--- src/rtl/hls_nchn_in_wait_ctrl.sv ---
// hls_nchn_in_wait_ctrl
// Joins NUM_CHN valid/ready input channels into a single core transaction.
// A channel's wait starts from the core's chn_iswt0 request (masked while the
// core is stalled) and then stays pending in icwt. Each channel accepts exactly
// one beat per transaction, and that beat is held in dat_q. The transaction
// completes once every requested channel has its beat. A saturating counter
// records the cycles spent waiting.
module hls_nchn_in_wait_ctrl #(
    parameter int NUM_CHN = 2,
    parameter int DW      = 17,
    parameter int CNT_W   = 8
) (
    input  logic                    nvdla_core_clk,
    input  logic                    nvdla_core_rstn,
    input  logic                    core_wten,
    input  logic [NUM_CHN-1:0]      chn_iswt0,
    input  logic                    chn_ld_core_psct,
    input  logic [NUM_CHN-1:0]      chn_vd,
    input  logic [NUM_CHN*DW-1:0]   chn_dat,
    output logic [NUM_CHN-1:0]      chn_rdy,
    output logic [NUM_CHN*DW-1:0]   core_dat,
    output logic                    chn_ld_core_sct,
    output logic                    all_got,
    input  logic                    clr_stall,
    output logic [CNT_W-1:0]        stall_cnt
);

    logic [NUM_CHN-1:0] icwt;
    logic [NUM_CHN-1:0] got;
    logic [NUM_CHN-1:0] pdswt0;
    logic [NUM_CHN-1:0] ogwt;
    logic [NUM_CHN-1:0] biwt;
    logic [NUM_CHN-1:0] have;
    logic [DW-1:0]      dat_q [NUM_CHN];
    logic               any_wt;
    logic               complete;

    // A new request only counts when the core is not stalled. A pending wait
    // is OR-merged with any fresh request, so a repeated request is harmless.
    assign pdswt0   = chn_iswt0 & {NUM_CHN{~core_wten}};
    assign ogwt     = pdswt0 | icwt;
    assign any_wt   = |ogwt;

    // Ready depends only on registered state and the request inputs. It never
    // depends on chn_vd, so no combinational loop forms through a producer.
    assign chn_rdy  = ogwt & ~got;
    assign biwt     = chn_rdy & chn_vd;
    assign have     = got | biwt;

    // A channel that is not waiting counts as satisfied.
    assign all_got  = &(~ogwt | have);
    assign complete = all_got & any_wt;

    assign chn_ld_core_sct = chn_ld_core_psct & complete;

    // Present each beat to the core in the same cycle it arrives. Otherwise
    // present the beat captured earlier in this transaction.
    always_comb begin
        core_dat = '0;
        for (int i = 0; i < NUM_CHN; i++) begin
            core_dat[i*DW +: DW] = biwt[i] ? chn_dat[i*DW +: DW] : dat_q[i];
        end
    end

    // Pending and captured flags. Completion clears them all for the next
    // transaction. Otherwise they accumulate.
    always_ff @(posedge nvdla_core_clk or negedge nvdla_core_rstn) begin
        if (!nvdla_core_rstn) begin
            icwt <= '0;
            got  <= '0;
        end else if (complete) begin
            icwt <= '0;
            got  <= '0;
        end else begin
            icwt <= ogwt;
            got  <= got | biwt;
        end
    end

    // Capture one beat per channel. The register stays valid until the next
    // transaction overwrites it.
    always_ff @(posedge nvdla_core_clk or negedge nvdla_core_rstn) begin
        if (!nvdla_core_rstn) begin
            for (int i = 0; i < NUM_CHN; i++) begin
                dat_q[i] <= '0;
            end
        end else begin
            for (int i = 0; i < NUM_CHN; i++) begin
                if (biwt[i]) begin
                    dat_q[i] <= chn_dat[i*DW +: DW];
                end
            end
        end
    end

    // Count cycles spent waiting without completing. The count saturates at
    // its maximum, and a clear takes priority over counting.
    always_ff @(posedge nvdla_core_clk or negedge nvdla_core_rstn) begin
        if (!nvdla_core_rstn) begin
            stall_cnt <= '0;
        end else if (clr_stall) begin
            stall_cnt <= '0;
        end else if (any_wt && !complete && (stall_cnt != {CNT_W{1'b1}})) begin
            stall_cnt <= stall_cnt + {{(CNT_W-1){1'b0}}, 1'b1};
        end
    end

endmodule

--- config.mk ---
export PLATFORM = sky130hd
export DESIGN_NAME = hls_nchn_in_wait_ctrl
export DESIGN_NICKNAME = d
export VERILOG_FILES = /design/src/rtl/hls_nchn_in_wait_ctrl.sv
export SDC_FILE = /design/constraint.sdc
export NUM_CORES = 1
export LEC_CHECK = 0
export CORE_UTILIZATION = 55
export DETAILED_ROUTE_END_ITERATION = 16
export DONT_BUFFER_PORTS = 1
export PLACE_DENSITY = 0.8
export SLEW_MARGIN = 10
export SYNTH_ARGS = -nofsm -noshare
export SYNTH_HDL_FRONTEND = slang
export SYNTH_SLANG_ARGS = --single-unit
export TNS_END_PERCENT = 1
--- constraint.sdc ---
create_clock -name nvdla_core_clk -period 1.9 [get_ports nvdla_core_clk]
set_clock_uncertainty 0.2 [all_clocks]
set_input_delay 0.38 -clock nvdla_core_clk [delete_from_list [all_inputs] [get_ports nvdla_core_clk]]
set_output_delay 0.38 -clock nvdla_core_clk [all_outputs]
set_load 0.01 [all_outputs]
Word-level counts from Yosys, hierarchy flattened:

Cells that the tools add are included.

* register bits: 46
* input bits: 43
* output and inout port bits: 46
* logic and storage cells: 30

* add/sub/neg operators: 1
* equal/unequal tests: 1
* multiplexer cells: 6
* bitwise logic cells: 11
* reductions and logical operators: 6

Operators by type and width (number)
* 17-bit two-way mux: 2
* 8-bit two-way mux: 2
* 8-bit by 1-bit adder with 8-bit output, second input constant: 1
* 8-bit != test, second input constant: 1
* 2-bit AND: 3
* 2-bit bitwise OR: 3
* 2-bit two-way mux: 2
* 2-bit inverter: 2
* 1-bit AND: 2
* 1-bit logical AND: 2
* 2-bit AND reduction: 1
* 2-bit nonzero test: 1
* 2-bit OR reduction: 1
* 1-bit zero test: 1
* 1-bit inverter: 1

Longest topological paths before layout:

Gate-level depths: netlist (run 1).

* depth in word-level cells: 14
* gate-level depth with buffers: 6
* gate-level depth less buffers: 6

Worst setup path before layout (run 1):

OpenSTA, ideal clock, no wires.

* kind: input-to-output
* from: input chn_iswt0[1]
* to: output core_dat[23]
* data arrival time: 1.497 ns
* data required time: 1.320 ns
* setup slack: -0.177 ns
* stages: 6
* buffers on the path: 1
* cell sequence: nor2b_2 nor2_1 nor2_2 nand2_2 buf_4 mux2_1

* longest elaborated chain between the ends: 5

RTL lines
* start, declared: line 16 `input logic [NUM_CHN-1:0] chn_iswt0,`
* 2-bit AND: line 40 `assign pdswt0 = chn_iswt0 & {NUM_CHN{~core_wten}};`
* 2-bit bitwise OR: line 41 `assign ogwt = pdswt0 | icwt;`
* 2-bit AND: line 46 `assign chn_rdy = ogwt & ~got;`
* named net chn_rdy[1]: line 20 `output logic [NUM_CHN-1:0] chn_rdy,`
* 2-bit AND: line 47 `assign biwt = chn_rdy & chn_vd;`
* 17-bit two-way mux
* end, declared: line 21 `output logic [NUM_CHN*DW-1:0] core_dat,`

The timed path passes the listed nets, and every way through them passes these cells.

Worst setup path in the final report (run 1):

* from: register icwt[0]
* to: output core_dat[16]

* longest elaborated chain between the ends: 4

RTL lines
* start, declared: line 28 `logic [NUM_CHN-1:0] icwt;`
* start signal, assigned: line 75 `icwt <= ogwt;`
* 2-bit bitwise OR: line 41
* 2-bit AND: line 46
* 2-bit AND: line 47
* 17-bit two-way mux: line 61 `core_dat[i*DW +: DW] = biwt[i] ? chn_dat[i*DW +: DW] : dat_q[i];`

Every way passes these cells.

==> results.txt, run 1 <==
The run finished, with violations left. The checks that failed: setup timing. The ratio of cells with drive above 1 in the final layout came out at 38.1%. After layout, the design draws a total of 2.70 mW. The worst register-to-register path ends at stall_cnt[6]. The number of enable-type register cells in the synthesized netlist came out at 0. The detailed-routed wire length on met2 was 2.24 mm. In the routed layout, each cell is associated on average with a via count of 5.54.

Kind of cell adding the most delay to the critical path: simple AND/OR/NAND/NOR gates. The setup slack of the worst register-to-register path came out at 10 ps. The most used flip-flop cell after synthesis is sky130_fd_sc_hd__dfrtp_1. The repair_antennas step left the layout with diodes totalling 0.

Among all stages on the critical path, the largest delay is contributed by sky130_fd_sc_hd__dfrtp_1. sky130_fd_sc_hd__dfrtp_1 is the most common cell in the netlist. In the final routed layout, each cell accounts on average for 18.6 µm. Synthesis handed over a netlist of 140 instances. Of all nets on the critical path, the largest fanout is 8. The ratio of final minimum period to clock period is 113%, and the total iterations of the first detailed-routing run is 4. The width of the die was 61.1 µm. Setup violations remaining at the end of the flow were counted as 36.

The clock net in this run drives a total of 46 sinks. For the achievable frequency, the log shows 467 MHz. During synthesis, Yosys emitted a total of 0 warnings.

The H-tree was split into 2 levels. Clock tree synthesis inserted a total of 5 buffers. The number of DRC markers in iteration 0 was 70. The final net count came out at 240. The signal on the critical path passes through nor2_4 -> nor2_4 -> nand2_4 -> mux2_4.

For this design the ratio of total power to cell area is 983 nW/µm². The run gives 742 µV as the maximum VDD drop. The first global-routing pass estimated 6.50 mm of wire.

The number of cells on the worst hold path was 1. The logs give 22.1% for the proportion of power drawn by the clock network and 3730 µm² for the die area. The filler cell count came out at 177. The terminating pin of the worst hold path was dat_q[22].

The critical path is of the flop to output pin type. The routed design uses 444 µm of met3 wire. For the length of routed wiring on met1, the log shows 1.77 mm. The startpoint identified for the worst register-to-register timing path is got[1].

At the end of routability-driven placement, the weighted congestion stood at 0.856. The number of antenna violations at the first check in global routing came out at 0. In this run the static leakage power is 1.27 nW. STA classifies the critical path startpoint as a flop. The worst-margin pin slew is 257 ps, and the clock latency on the worst-skew pair is 370 ps. The run gives 0 as the leftover overflow at the end of global routing.

The logs give 0 for the antenna violation net count after detailed routing and 89 for the number of top-level pins. Row generation in the floorplan step produced 21 rows. In this run the most critical hold path is launched from chn_dat[5]. Summed over all nets, the half-perimeter wirelength after detailed placement is 2.56 mm.

The run gives 47.7% as the proportion of power drawn by flip-flops and latches. The required time at the endpoint of the critical path is 1320 ps, and the shortest period the worst path allows is 2140 ps. The arrival time of data at the critical path endpoint came out at 1560 ps. After detailed routing, the number of remaining DRC violations is 0.

Input and output buffers added on the ports amount to 0. The critical path buffer and inverter count works out to 0. Summed over all failing endpoints, the final setup total negative slack is -7600 ps. The net count of the mapped netlist is 184.

The internal power contribution was 1.90 mW; the number of vias in the routed layout was 1,346. In this run switching power makes up 29.7% of total power. Counting along the longest clock path gives a buffer depth of 2.

After synthesis, the netlist uses 32 different library cells. The mean cell area of the mapped netlist is 13.7 µm², and the net switching power is 801 µW. Tracing the worst setup path back leads to its startpoint at icwt[0]. The synthesized design contains 46 register bits. After clock tree synthesis, the clock-pin slew on the worst setup and hold paths is 130 ps. For the fraction of the yosys area taken by sequential cells, the log shows 60.0%. The commonest cells after synthesis are 46 x sky130_fd_sc_hd__dfrtp_1, 35 x sky130_fd_sc_hd__mux2_1, 11 x sky130_fd_sc_hd__nor2_1.

The fraction of post-synthesis cell area in the top cell type by area is 60.0%. Cell type with the highest occurrence count on the critical path: sky130_fd_sc_hd__nor2_4. The largest single stage delay on the critical path is 420 ps. The total count of hold-check failures in the final report came out at 0.

The run gives 3340 µm² as the placeable core region. Worst hold-check path type: input pin to flop. The tools report the minimum setup slack in the final design as -243 ps. After detailed routing, no signal wire sits above met4. TritonCTS built the clock tree. Summed over all instances, the cell type with the most area after synthesis is sky130_fd_sc_hd__dfrtp_1. The root buffer cell chosen for the clock tree is sky130_fd_sc_hd__clkbuf_4.

The logs give 25.1% for the global-route usage over all layers and 0 for the max-slew violation total from the final report. From synthesis to final layout, the design area changed by 43.0%. Post-placement setup slack: 2.14 ps.

Summed over all layers, the routed wires come to 4.51 mm. The die is 61.1 µm tall. The number of global-route vias before repair is 1,438. By area the synthesized netlist is led by sky130_fd_sc_hd__dfrtp_1 60%, sky130_fd_sc_hd__mux2_1 21%, sky130_fd_sc_hd__nor2_1 2.2%, sky130_fd_sc_hd__xnor2_1 1.4%, sky130_fd_sc_hd__a21oi_1 1.3%.

STA classifies the critical path endpoint as an output pin. The combinational cell fraction of total power is 30.2%, and the reported max-cap violation count is 0. The count of cells along the worst register-to-register path was 6. Entering global routing, the biggest net connects 47 pins.

The run gives 1920 µm² as the post-synthesis instance area. Setup repair after global routing could not meet its margin everywhere. The headroom to the max-slew limit was 82.6%; the async set or reset register ratio after synthesis was 100%. The initial utilization of the core area, before any placement, comes to 57.5%.
[registers in the layout (all words and copies together) (netlist names)]
signal and flops:
dat_q 34, stall_cnt 8, got 2, icwt 2
[layout make-up]
class	instances	area [µm²]	area share, %
multi-input cells	90	921	33.6
well taps	46	57.6	2.10
clock inverters	3	43.8	1.60
inverters	2	12.5	0.456
clock buffers	5	37.5	1.37
repair buffers	51	518	18.9
flip-flops and latches	46	1150	42.0
[metal layers]
| layer | global-route usage (%) | up-vias |
|---|---|---|
| met5 | 0 | - |
| met4 | 9.42 | 0 |
| met3 | 13.2 | 6 |
| met2 | 38.0 | 75 |
| met1 | 30.6 | 660 |
| li1 | - | 605 |
[how the worst max path moves through the flow]
stage / to / slack (ps) / cells after the start
after floorplan: core_dat[24] / -20 / 6
after global placement: core_dat[18] / 30 / 6
after detailed placement: core_dat[16] / 2 / 5
after CTS: core_dat[28] / -260 / 5
after global routing: core_dat[33] / -340 / 5
final: core_dat[16] / -240 / 4
[through the flow]
stage	hold WS (ps)	cell area, µm²	instances	utilization, %
2_1_floorplan	-116	1970	140	-
3_3_place_gp	-115	2090	193	62.7
3_5_place_dp	-115	2090	193	62.7
4_1_cts	11.5	2670	236	80.0
5_1_grt	1.30	2740	243	82.2
6_report	25.8	2740	243	82.2
[worst reg2reg max path, stage by stage, from the launching register on]
cell,delay (ps)
sky130_fd_sc_hd__dfrtp_1,450
sky130_fd_sc_hd__nor2_1,240
sky130_fd_sc_hd__o21ai_4,110
sky130_fd_sc_hd__nand2_4,100
sky130_fd_sc_hd__inv_6,60
sky130_fd_sc_hd__or4_1,510
sky130_fd_sc_hd__a21oi_1,150
[layout by cell type (no fill, tap or decap), types with 2 or more instances in the layout]
cell type                       count
sky130_fd_sc_hd__nand2_4            3
sky130_fd_sc_hd__dfrtp_1           44
sky130_fd_sc_hd__o21ai_4            2
sky130_fd_sc_hd__xnor2_1            3
sky130_fd_sc_hd__a21oi_1            5
sky130_fd_sc_hd__mux2_4            26
sky130_fd_sc_hd__nor2b_4            2
sky130_fd_sc_hd__buf_4             12
sky130_fd_sc_hd__mux2_2             8
sky130_fd_sc_hd__nor2_1             9
sky130_fd_sc_hd__nand2_1            3
sky130_fd_sc_hd__dlygate4sd3_1     36
sky130_fd_sc_hd__inv_6              2
sky130_fd_sc_hd__clkbuf_4           5
sky130_fd_sc_hd__a22o_1             2
sky130_fd_sc_hd__nor2_4             5
sky130_fd_sc_hd__o21ai_0            3
sky130_fd_sc_hd__dfrtp_2            2
sky130_fd_sc_hd__nand4_1            2
sky130_fd_sc_hd__nand3_1            2
sky130_fd_sc_hd__nor2b_1            2
sky130_fd_sc_hd__buf_12             2
[power by group through the flow]
stage	sequential, mW	clock (mW)	combinational [mW]
6_report	1.29	0.596	0.814
5_1_grt	1.30	0.659	0.870
4_1_cts	1.28	0.604	0.789
3_5_place_dp	1.29	0	0.561
3_3_place_gp	1.28	0	0.537
2_1_floorplan	1.27	0	0.470
[kinds of logic (layout without fill, tap and decap cells)]
logic type	Yosys count	count (layout)	synth area share [%]
AO/OA/AOI/OAI	16	16	5.74
XOR/XNOR	3	3	1.37
adder cells (fa/ha/maj)	1	1	0.652
buffers and inverters	5	61	1.50
flip-flops	46	46	60.0
multiplexers	36	36	21.1
AND/OR/NAND/NOR	33	34	9.71
[repair_timing]
| item | 4_1_cts | 5_1_grt |
|---|---|---|
| pin swaps | 8 | 2 |
| gates resized for setup | 45 | 2 |
| endpoints found under the setup margin | 35 | 38 |
| buffers inserted | 3 | 0 |
| endpoints found under the hold margin | 80 | 7 |
| gates cloned | 2 | 0 |
| hold buffers | 30 | 7 |
(Power assumes the default switching activity.)
==> run 2, diff against run 1 <==
--- a/config.mk
+++ b/config.mk
@@ -5,7 +5,9 @@
 export SDC_FILE = /design/constraint.sdc
 export NUM_CORES = 1
 export LEC_CHECK = 0
+export CORE_MARGIN = 1.5
 export CORE_UTILIZATION = 55
+export CTS_CLUSTER_SIZE = 30
 export DETAILED_ROUTE_END_ITERATION = 16
 export DONT_BUFFER_PORTS = 1
 export PLACE_DENSITY = 0.8
==> results.txt, run 2 (synthesis gave the netlist of run 1 again) <==
The run gives 360 ps (about the same) as the clock latency on the worst-skew pair. Maximum fanout encountered on the critical timing path: 8 (unchanged). For the number of antenna cells inserted, the log shows 0 (unchanged). The vertical die dimension was 62.1 µm (+1.6%); the number of antenna violations at the first check in global routing was 0 (unchanged). The max-slew violation total from the final report was 0 (unchanged). The ratio of final minimum period to clock period came out at 114% (+0.83 points). Setup repair after global routing could not meet its margin everywhere. The checks that failed: setup timing. The number of top-level pins came out at 89 (unchanged). The shortest period the worst path allows works out to 2160 ps (+15.8 ps). The maximum VDD drop was 781 µV (+5.3%); the deepest level of the CTS H-tree was 2 (unchanged). The tools report the achievable frequency as 463 MHz (-0.73%). The area of all placed cells without fillers is 2730 µm² (-0.59%). The kind of critical path was flop to output pin.

The logs give 21.6% (-0.5 points) for the proportion of power drawn by the clock network and 789 µW (-1.5%) for the net switching power. The tools report the starting utilization of the core area as 57.5% (unchanged). Antenna violation net count after detailed routing: 0 (unchanged). Count of cells along the worst register-to-register path: 7 (+1). CTS placed an instance of sky130_fd_sc_hd__clkbuf_4 at the clock tree root. The startpoint identified for the worst hold timing path is chn_dat[12]. For the headroom to the max-slew limit, the log shows 81.2% (-1.4 points). The worst hold-check path type is input pin to flop. The share of total power consumed by net switching works out to 29.3% (-0.37 points). Startpoint type of the worst setup path: a flop. The setup slack of the worst register-to-register path was 40 ps (+30 ps). First-pass GRT wire length: 6.05 mm (-6.9%). The final routed wirelength across all metal layers came out at 4.47 mm (-1.0%). The run gives 1.90 mW (+0.28%) as the internal power contribution. The path with the worst hold slack has its endpoint at dat_q[29]. The number of global-route vias before repair came out at 1,302 (-9.5%). The tools report the share of the core filled with cells as 81.7% (-0.49 points). The number of flip-flops under the largest register name was 34 (unchanged); the static leakage was 1.27 nW (-0.43%).

The tools report the total iterations of the first detailed-routing run as 4 (unchanged). The reported max-cap violation count was 0 (unchanged). The tools report the final net count as 237 (-1.3%).

The source of the worst register-to-register timing path was got[0]. The HPWL after detailed placement came out at 2.61 mm (+1.9%). TritonCTS built the clock tree. The tools report the combinational cell fraction of total power as 30.7% (+0.5 points). The number of cells on the worst hold path came out at 1 (unchanged). The run gives 51 (-27%) as the number of DRC markers in iteration 0.

The pin count of the biggest net entering global routing was 47 (unchanged). The tools report the required time at the endpoint of the critical path as 1320 ps (about the same). The clock net sink count was 46 (unchanged); the average wire per cell in the routed design was 18.6 µm (+0.24%). The number of cells in the finished layout apart from fillers came out at 240 (-1.2%). The library cell used most frequently in the layout, excluding fill and tap cells, is sky130_fd_sc_hd__dfrtp_1. The minimum setup slack in the final design was -258 ps (-15.8 ps). Counting flops per register, the top entry is dat_q. The width of the die came out at 62.1 µm (+1.6%). In the layout the commonest cells are 45 x sky130_fd_sc_hd__dfrtp_1, 33 x sky130_fd_sc_hd__dlygate4sd3_1, 28 x sky130_fd_sc_hd__mux2_4. The detailed-route vias per instance is 5.49 (-0.93%). The standard cell area after detailed placement came out at 2090 µm² (-0.36%).

STA classifies the critical path endpoint as an output pin. The arrival time of data at the critical path endpoint is 1580 ps (+20 ps), and the total count of hold-check failures in the final report is 0 (unchanged). The largest registers in the layout are dat_q x34, stall_cnt x8. The power per unit of standard cell area was 986 nW/µm² (+0.34%). The number of endpoints failing setup at the final stage was 35 (-2.8%). The maximum buffer depth of the clock tree was 2 (unchanged); the count of buffers from port buffering was 0 (unchanged). The standard-cell row count was 21 (unchanged); the worst-margin pin slew was 279 ps (+21.4 ps). The run gives 1,317 (-2.2%) as the number of vias in the routed layout.

In this run the critical register-to-register path is captured at stall_cnt[6]. The total CTS buffers is 5 (unchanged), and the remaining design rule violation count is 0 (unchanged). Global placement routability congestion: 0.811 (-5.3%). The flow ran to the end, but the final reports show violations. The ratio of cells with drive above 1 in the final layout is 37.6% (-0.44 points), and the proportion of power drawn by flip-flops and latches is 47.6% (about the same). The global-route usage over all layers is 22.4% (-2.8 points), and the placeable core region is 3340 µm² (unchanged). The leftover overflow at the end of global routing came out at 0 (unchanged). The tools report the die area as 3850 µm² (+3.3%). The register clock-pin slew on the reported worst setup and hold paths is 130 ps (about the same), and the layout overhead on the synthesized area is 42.1%. Number of cells after detailed placement: 192 (-0.52%).
## run 2: changes by cell type in the layout (fill, tap and decap cells not counted), sizes merged
cell,before,now
clkbuf,5,6
clkinv,1,0
clkinvlp,0,1
dlygate4sd3,36,33
inv,3,2
## run 2: area by class of cell
type	count	area [µm²]
multi-input cells	90	936
clock buffers	6	41.3
flip-flops and latches	46	1150
well taps	46	57.6
fillers	183	609
inverters	2	15.0
clock inverters	2	37.5
repair buffers	48	488
## run 2: worst max path at each step
| stage | start | to | slack, ps |
|---|---|---|---|
| 2_1_floorplan | chn_iswt0[1] | core_dat[24] | -20 |
| 3_3_place_gp | chn_iswt0[1] | core_dat[19] | 30 |
| 3_5_place_dp | chn_iswt0[0] | core_dat[1] | -10 |
| 4_1_cts | icwt[0] | core_dat[16] | -260 |
| 5_1_grt | icwt[0] | core_dat[0] | -320 |
| 6_report | icwt[0] | core_dat[16] | -260 |
## run 2: critical path, cell delays in order, from the launching register on
cell and delay (ps):
sky130_fd_sc_hd__dfrtp_1 440, sky130_fd_sc_hd__nor2_4 160, sky130_fd_sc_hd__nor2_4 80, sky130_fd_sc_hd__nand2_4 140, sky130_fd_sc_hd__mux2_2 400
## run 2: stage by stage
| step | power (mW) | setup slack, ps | TNS [ps] | hold slack (ps) |
|---|---|---|---|---|
| floorplan | 1.74 | -23.9 | -231 | -116 |
| global placement | 1.82 | 29.4 | 0 | -115 |
| detailed placement | 1.86 | -11.0 | -37.1 | -115 |
| CTS | 2.63 | -259 | -7990 | 6.07 |
| global route | 2.81 | -323 | -10140 | 4.40 |
| finish | 2.69 | -258 | -7490 | 19.0 |
## run 2: repair_timing
| item | 4_1_cts | 5_1_grt |
|---|---|---|
| setup buffers | 3 | 1 |
| pin swaps | 8 | 1 |
| setup endpoints to repair | 35 | 38 |
| cloned | 2 | 0 |
| hold endpoints to repair | 74 | 10 |
| hold buffers | 24 | 10 |
| gates resized for setup | 40 | 10 |
## run 2: per-layer routing
metal | up-vias | global-route usage (%) | part of all wire [%]
li1 | 601 | - | -
met1 | 652 | 27.6 | 41
met2 | 59 | 34.8 | 50
met3 | 5 | 7.87 | 7.1
met4 | 0 | 11.2 | 1.1
met5 | - | 0 | 0
## run 2: power by group through the flow
stage	clock network (mW)	logic, mW	registers, mW
after floorplan	0	0.470	1.27
after global placement	0	0.543	1.28
after detailed placement	0	0.565	1.30
after CTS	0.587	0.769	1.27
after global routing	0.624	0.888	1.30
final	0.582	0.827	1.28
